File: src/rtl/alu_rs_issue.sv
// ALU reservation station. It is a collapsing issue queue with the oldest entry at index 0.
// Entries wake up by snooping the CDB, and the oldest ready entry issues on a valid/ready handshake.
module alu_rs_issue #(
    parameter int unsigned NUM_ENTRIES = 4,
    parameter int unsigned XLEN        = 32,
    parameter int unsigned TAG_W       = 5,
    parameter int unsigned PAYLOAD_W   = 64
) (
    input  logic                             clock,
    input  logic                             reset,
    input  logic                             squash,
    input  logic                             disp_valid,
    output logic                             disp_ready,
    input  logic                             disp_rs1_rdy,
    input  logic [TAG_W-1:0]                 disp_rs1_tag,
    input  logic [XLEN-1:0]                  disp_rs1_val,
    input  logic                             disp_rs2_rdy,
    input  logic [TAG_W-1:0]                 disp_rs2_tag,
    input  logic [XLEN-1:0]                  disp_rs2_val,
    input  logic [TAG_W-1:0]                 disp_dest_tag,
    input  logic [PAYLOAD_W-1:0]             disp_payload,
    input  logic                             cdb_valid,
    input  logic [TAG_W-1:0]                 cdb_tag,
    input  logic [XLEN-1:0]                  cdb_value,
    output logic                             iss_valid,
    input  logic                             iss_ready,
    output logic [XLEN-1:0]                  iss_rs1_val,
    output logic [XLEN-1:0]                  iss_rs2_val,
    output logic [TAG_W-1:0]                 iss_dest_tag,
    output logic [PAYLOAD_W-1:0]             iss_payload,
    output logic [$clog2(NUM_ENTRIES+1)-1:0] count
);

    localparam int unsigned CNT_W = $clog2(NUM_ENTRIES + 1);
    localparam int unsigned IDX_W = $clog2(NUM_ENTRIES);

    typedef struct packed {
        logic                 vld;
        logic                 rs1_rdy;
        logic [TAG_W-1:0]     rs1_tag;
        logic [XLEN-1:0]      rs1_val;
        logic                 rs2_rdy;
        logic [TAG_W-1:0]     rs2_tag;
        logic [XLEN-1:0]      rs2_val;
        logic [TAG_W-1:0]     dest_tag;
        logic [PAYLOAD_W-1:0] payload;
    } entry_t;

    entry_t             ent_q [NUM_ENTRIES];
    entry_t             ent_d [NUM_ENTRIES];
    // The extra top slot is always empty, so the shift-down can read index i+1 without a guard.
    entry_t             woke  [NUM_ENTRIES+1];
    entry_t             new_ent;
    logic [CNT_W-1:0]   count_q, count_d, wr_pos;
    logic               sel_found;
    logic [IDX_W-1:0]   sel_idx;
    logic               disp_fire, iss_fire;

    // Apply this cycle's CDB wakeup to every waiting operand.
    always_comb begin
        for (int i = 0; i < NUM_ENTRIES; i++) begin
            woke[i] = ent_q[i];
            if (ent_q[i].vld && !ent_q[i].rs1_rdy && cdb_valid && cdb_tag == ent_q[i].rs1_tag) begin
                woke[i].rs1_rdy = 1'b1;
                woke[i].rs1_val = cdb_value;
            end
            if (ent_q[i].vld && !ent_q[i].rs2_rdy && cdb_valid && cdb_tag == ent_q[i].rs2_tag) begin
                woke[i].rs2_rdy = 1'b1;
                woke[i].rs2_val = cdb_value;
            end
        end
        woke[NUM_ENTRIES] = '0;
    end

    // Oldest-first select over registered state only, so there is no CDB-to-issue bypass.
    always_comb begin
        sel_found = 1'b0;
        sel_idx   = '0;
        for (int i = NUM_ENTRIES - 1; i >= 0; i--) begin
            if (ent_q[i].vld && ent_q[i].rs1_rdy && ent_q[i].rs2_rdy) begin
                sel_found = 1'b1;
                sel_idx   = IDX_W'(i);
            end
        end
    end

    // Handshake and output datapath. The data outputs read zero when nothing is selected or in reset.
    always_comb begin
        disp_ready   = (count_q < CNT_W'(NUM_ENTRIES));
        count        = count_q;
        iss_valid    = sel_found && !squash && !reset;
        disp_fire    = disp_valid && disp_ready && !squash;
        iss_fire     = iss_valid && iss_ready;
        iss_rs1_val  = '0;
        iss_rs2_val  = '0;
        iss_dest_tag = '0;
        iss_payload  = '0;
        if (sel_found && !reset) begin
            iss_rs1_val  = ent_q[sel_idx].rs1_val;
            iss_rs2_val  = ent_q[sel_idx].rs2_val;
            iss_dest_tag = ent_q[sel_idx].dest_tag;
            iss_payload  = ent_q[sel_idx].payload;
        end
    end

    // Build the incoming entry and apply the dispatch-time CDB bypass.
    always_comb begin
        new_ent          = '0;
        new_ent.vld      = 1'b1;
        new_ent.rs1_rdy  = disp_rs1_rdy;
        new_ent.rs1_tag  = disp_rs1_tag;
        new_ent.rs1_val  = disp_rs1_val;
        new_ent.rs2_rdy  = disp_rs2_rdy;
        new_ent.rs2_tag  = disp_rs2_tag;
        new_ent.rs2_val  = disp_rs2_val;
        new_ent.dest_tag = disp_dest_tag;
        new_ent.payload  = disp_payload;
        if (!disp_rs1_rdy && cdb_valid && cdb_tag == disp_rs1_tag) begin
            new_ent.rs1_rdy = 1'b1;
            new_ent.rs1_val = cdb_value;
        end
        if (!disp_rs2_rdy && cdb_valid && cdb_tag == disp_rs2_tag) begin
            new_ent.rs2_rdy = 1'b1;
            new_ent.rs2_val = cdb_value;
        end
    end

    // Next state: collapse over the issued slot, then append the dispatch at the new tail.
    always_comb begin
        count_d = count_q + CNT_W'(disp_fire) - CNT_W'(iss_fire);
        wr_pos  = count_q - CNT_W'(iss_fire);
        for (int i = 0; i < NUM_ENTRIES; i++) begin
            if (iss_fire && (IDX_W'(i) >= sel_idx)) begin
                ent_d[i] = woke[i+1];
            end else begin
                ent_d[i] = woke[i];
            end
            if (disp_fire && (CNT_W'(i) == wr_pos)) begin
                ent_d[i] = new_ent;
            end
        end
        if (squash) begin
            count_d = '0;
            for (int i = 0; i < NUM_ENTRIES; i++) begin
                ent_d[i] = '0;
            end
        end
    end

    // State registers with a synchronous reset.
    always_ff @(posedge clock) begin
        if (reset) begin
            count_q <= '0;
            for (int i = 0; i < NUM_ENTRIES; i++) begin
                ent_q[i] <= '0;
            end
        end else begin
            count_q <= count_d;
            for (int i = 0; i < NUM_ENTRIES; i++) begin
                ent_q[i] <= ent_d[i];
            end
        end
    end

endmodule
File: config.mk
export PLATFORM = sky130hd
export DESIGN_NAME = alu_rs_issue
export DESIGN_NICKNAME = d
export VERILOG_FILES = /design/src/rtl/alu_rs_issue.sv
export SDC_FILE = /design/constraint.sdc
export NUM_CORES = 2
export LEC_CHECK = 0
export ABC_CLOCK_PERIOD_IN_PS = 9600
export BUFFER_PORTS_ARGS = -buffer_cell sky130_fd_sc_hd__buf_2
export CAP_MARGIN = 20
export CORE_AREA = 3 3 289 291
export DETAILED_ROUTE_END_ITERATION = 10
export DIE_AREA = 0 0 292 294
export PLACE_DENSITY = 0.57
export SLEW_MARGIN = 25
export SYNTH_ARGS = -nofsm -noshare
export SYNTH_HDL_FRONTEND = slang
export SYNTH_SLANG_ARGS = --single-unit
File: constraint.sdc
create_clock -name clock -period 9.6 [get_ports clock]
set_input_delay 1.92 -clock clock [delete_from_list [all_inputs] [get_ports clock]]
set_output_delay 1.92 -clock clock [all_outputs]
set_load 0.1 [all_outputs]
==> flow_metrics.py <==
metrics = {
    "pwr": {
        "seqPwrFrac_pct": 45.1,
        "power_density_nw_per_um2": 149,
        "leakagePower_uw": 0.0122,
        "switchingPower_uw": 1350,
        "pwr-share-comb_pct": 5.4,
        "swShare_pct": 24.7,
        "ir_drop_uv": 129,
        "p_total_uw": 5470,
        "power.internal_uw": 4120,
        "clkPwrFrac_pct": 49.5,
    },
    "job": {
        "cap_violations": 0,
    },
    "timing": {
        "fmax_ghz": 0.153,
        "post-route-period-util_pct": 68.2,
        "fin_skew_ns": 0.0240,
        "setup_viol": 0,
        "fin_setup_tns_ns": 0,
        "whs_ns": 0.452,
        "fin_ws_ns": 3.05,
        "hold_viol": 0,
        "tightest_slew_ns": 1.09,
        "finalMaxSlewViolations": 0,
        "slew-limit-headroom_pct": 27.1,
        "rsz0062_at_grt": "false",
        "post-route-min-period_ns": 6.55,
    },
    "routing": {
        "drt_pass1_iterations": 5,
        "drcViolationCount": 0,
        "dr_total_vias": 31453,
        "wl_per_cell_microns": 24.5,
        "detail-route-antenna-nets": 0,
        "first_iter_violations": 2912,
        "totalWireLength_mm": 124,
        "drt-vias-per-instance": 6.22,
    },
    "yosys": {
        "synth.top_cells.by_area": "dfxtp_1, mux2i_1, a211oi_1, nand2_1, a311oi_1",
        "synth_seq_cells": 587,
        "synthTopCellsByCount": "dfxtp_1, nand2_1, mux2i_1",
        "syn-num-nets": 4104,
        "synth_edf_count": 0,
        "syn-cell-area_sq_um": 32400,
        "synth_area_leader_cell": "dfxtp_1",
        "synth_cells": 3910,
        "yosysMostFrequentCell": "dfxtp_1",
        "synth-warning-count": 0,
        "synth_cell_types": 55,
        "synth.top_cell.area_share_pct": 36.2,
        "yosysSeqAreaShare_pct": 36.2,
        "async_reset_ff_share_pct": 0,
        "synth_ff_type": "dfxtp_1",
        "syn_avg_cell_area_sq_um": 8.29,
    },
    "floorplanning": {
        "start_util_pct": 40.1,
        "rows": 104,
        "die_w_microns": 292,
        "dieArea_sq_um": 85800,
        "design.core.area_sq_um": 80800,
        "die_h_microns": 294,
        "io_pins": 326,
    },
    "critical_path": {
        "cp_slowest_cell": "buf_4",
        "arrival_ns": 4.63,
        "r2r_start": "ent_q[1][144]$_SDFF_PP0_",
        "crit_type": "reg -> out",
        "regToRegSetupSlack_ns": 3.69,
        "critPathCaptureType": "output pin",
        "start_kind": "flip-flop",
        "crit_chain": "nand3_1, nand2_1, a21oi_4, buf_12, buf_4, mux2i_1, a211oi_1, buf_2",
        "cpPeakStageDelay_ns": 0.84,
        "critPathTopFamily": "buffers and inverters",
        "path_buf_inv": 3,
        "crit_path_max_fanout": 166,
        "required_ns": 7.68,
        "crit_start": "ent_q[1][144]$_SDFF_PP0_",
    },
    "placed_design": {
        "dp.final_hpwl_mm": 70.2,
        "dp_cells": 4911,
        "dp_slack_ns": 2.74,
        "io_buffer_count": 325,
        "place_congestion": 0.805,
    },
    "finish": {
        "nFillCells": 8033,
        "final_cells": 5056,
        "drive_gt1_share_pct": 13.6,
        "final_nets": 4120,
        "syn_to_final_growth_pct": 13.2,
    },
    "clock_tree": {
        "cts_setup_buffers": 0,
        "root_buffer": "clkbuf_16",
        "cts_tree": "done",
        "numCtsBuffers": 71,
        "cts_max_level": 3,
        "cts_buffer_depth": 3,
        "path_clk_slew_ns": 0.06,
        "clock_sinks": 587,
        "cts_hold_buf": 0,
        "post_cts_resized": 0,
        "clock_latency_ns": 0.62,
    },
    "grt": {
        "antenna_found_initial": 22,
        "grt_pass1_vias": 29676,
        "grt_overflow_total": 0,
        "grt_max_degree": 167,
        "grt_first_pass_wirelength_mm": 188,
        "grt_use_total_pct": 27.6,
    },
    "worst_hold_path": {
        "hold_path_class": "reg -> reg",
        "hp-start": "ent_q[0][127]$_SDFFE_PP0P_",
    },
    "status": {
        "status": "completed",
    },
}
-- power groups by stage --
stage | Sequential (uW) | Combinational, uW | Clock [uW]
2_1_floorplan | 2520 | 164 | 0
6_report | 2470 | 297 | 2710
3_5_place_dp | 2520 | 292 | 0
5_1_grt | 2470 | 320 | 2850
4_1_cts | 2470 | 293 | 2750
3_3_place_gp | 2520 | 292 | 0
-- cell type report --
cell class | instances | area, sq um | area share [%]
Sequential cell | 587 | 11800 | 32.0
Multi-Input combinational cell | 2870 | 19000 | 51.9
Clock inverter | 16 | 185 | 0.505
Tap cell | 1060 | 1330 | 3.62
Timing Repair Buffer | 389 | 2200 | 6.00
Inverter | 7 | 26.3 | 0.0716
Clock buffer | 111 | 2110 | 5.75
Antenna cell | 16 | 40.0 | 0.109
-- layout by cell type (no fill, tap or decap), types with 7 or more instances in the layout --
cell type / netlist / routed
buf_4: 25 / 55
a22oi_1: 64 / 64
xor2_1: 22 / 22
nor3_1: 7 / 7
o22a_1: 66 / 66
clkinv_2: 0 / 7
buf_2: 90 / 325
o211ai_1: 129 / 129
nor2_1: 317 / 314
o22ai_1: 64 / 64
nor2b_1: 135 / 133
diode_2: 0 / 16
clkbuf_1: 321 / 23
mux2i_1: 397 / 394
a211oi_1: 335 / 335
dfxtp_1: 587 / 587
clkbuf_8: 0 / 16
clkbuf_16: 0 / 72
o221ai_1: 128 / 128
a21oi_1: 87 / 84
nand2_1: 504 / 498
inv_1: 7 / 7
nand3_1: 280 / 277
or3_1: 67 / 65
a311oi_1: 168 / 168
xnor2_1: 30 / 30
-- metal layers --
layer / wire length (microns) / track usage (%)
met4: 3550 / 9.45
met1: 53500 / 37.0
met5: 113 / 0
met2: 56800 / 44.4
met3: 10000 / 5.71
-- sequential cells by signal, indices dropped and copies added (netlist names) --
signal and cells:
count 3, ent_q 584
-- cells by family (layout without fill, tap and decap cells) --
group / Yosys count / after routing / synth area share, %
muxes: 397 / 397 / 12.3
and+or+nand+nor: 1351 / 1351 / 18.8
AOI/OAI and AO/OA: 1064 / 1064 / 25.1
other: 0 / 16 / 0
adders and majority gates: 6 / 6 / 0.255
buffers and inverters: 453 / 523 / 5.91
xor gates and xnor gates: 52 / 52 / 1.40
DFF: 587 / 587 / 36.2
-- per-stage QoR --
step	util (%)	cell area (sq um)
3_5_place_dp	42.4	34300
4_1_cts	45.3	36600
6_report	45.4	36700
5_1_grt	45.4	36700
2_1_floorplan	-	32400
3_3_place_gp	42.4	34300
-- worst reg2reg max path: stages, from the launching register on --
cell      delay (ns)
dfxtp_1         0.36
nand3_1         0.37
nand2_1         0.29
nor2_1          0.47
or2_4           0.40
inv_1           0.13
ha_1            0.20
ha_1            0.42
inv_1           0.16
nand3_4         0.66
buf_4           0.98
buf_4           0.95
nor2_1          0.14
a311oi_1        0.28
-- final timing paths --
check	endpoint	cells past startpoint
hold / removal	ent_q[0][127]$_SDFFE_PP0P_	2
setup reg to reg	ent_q[2][43]$_SDFFE_PP0P_	13
setup / recovery	iss_payload[9]	8
hold reg to reg	ent_q[0][127]$_SDFFE_PP0P_	2
(Power assumes the default switching activity.)
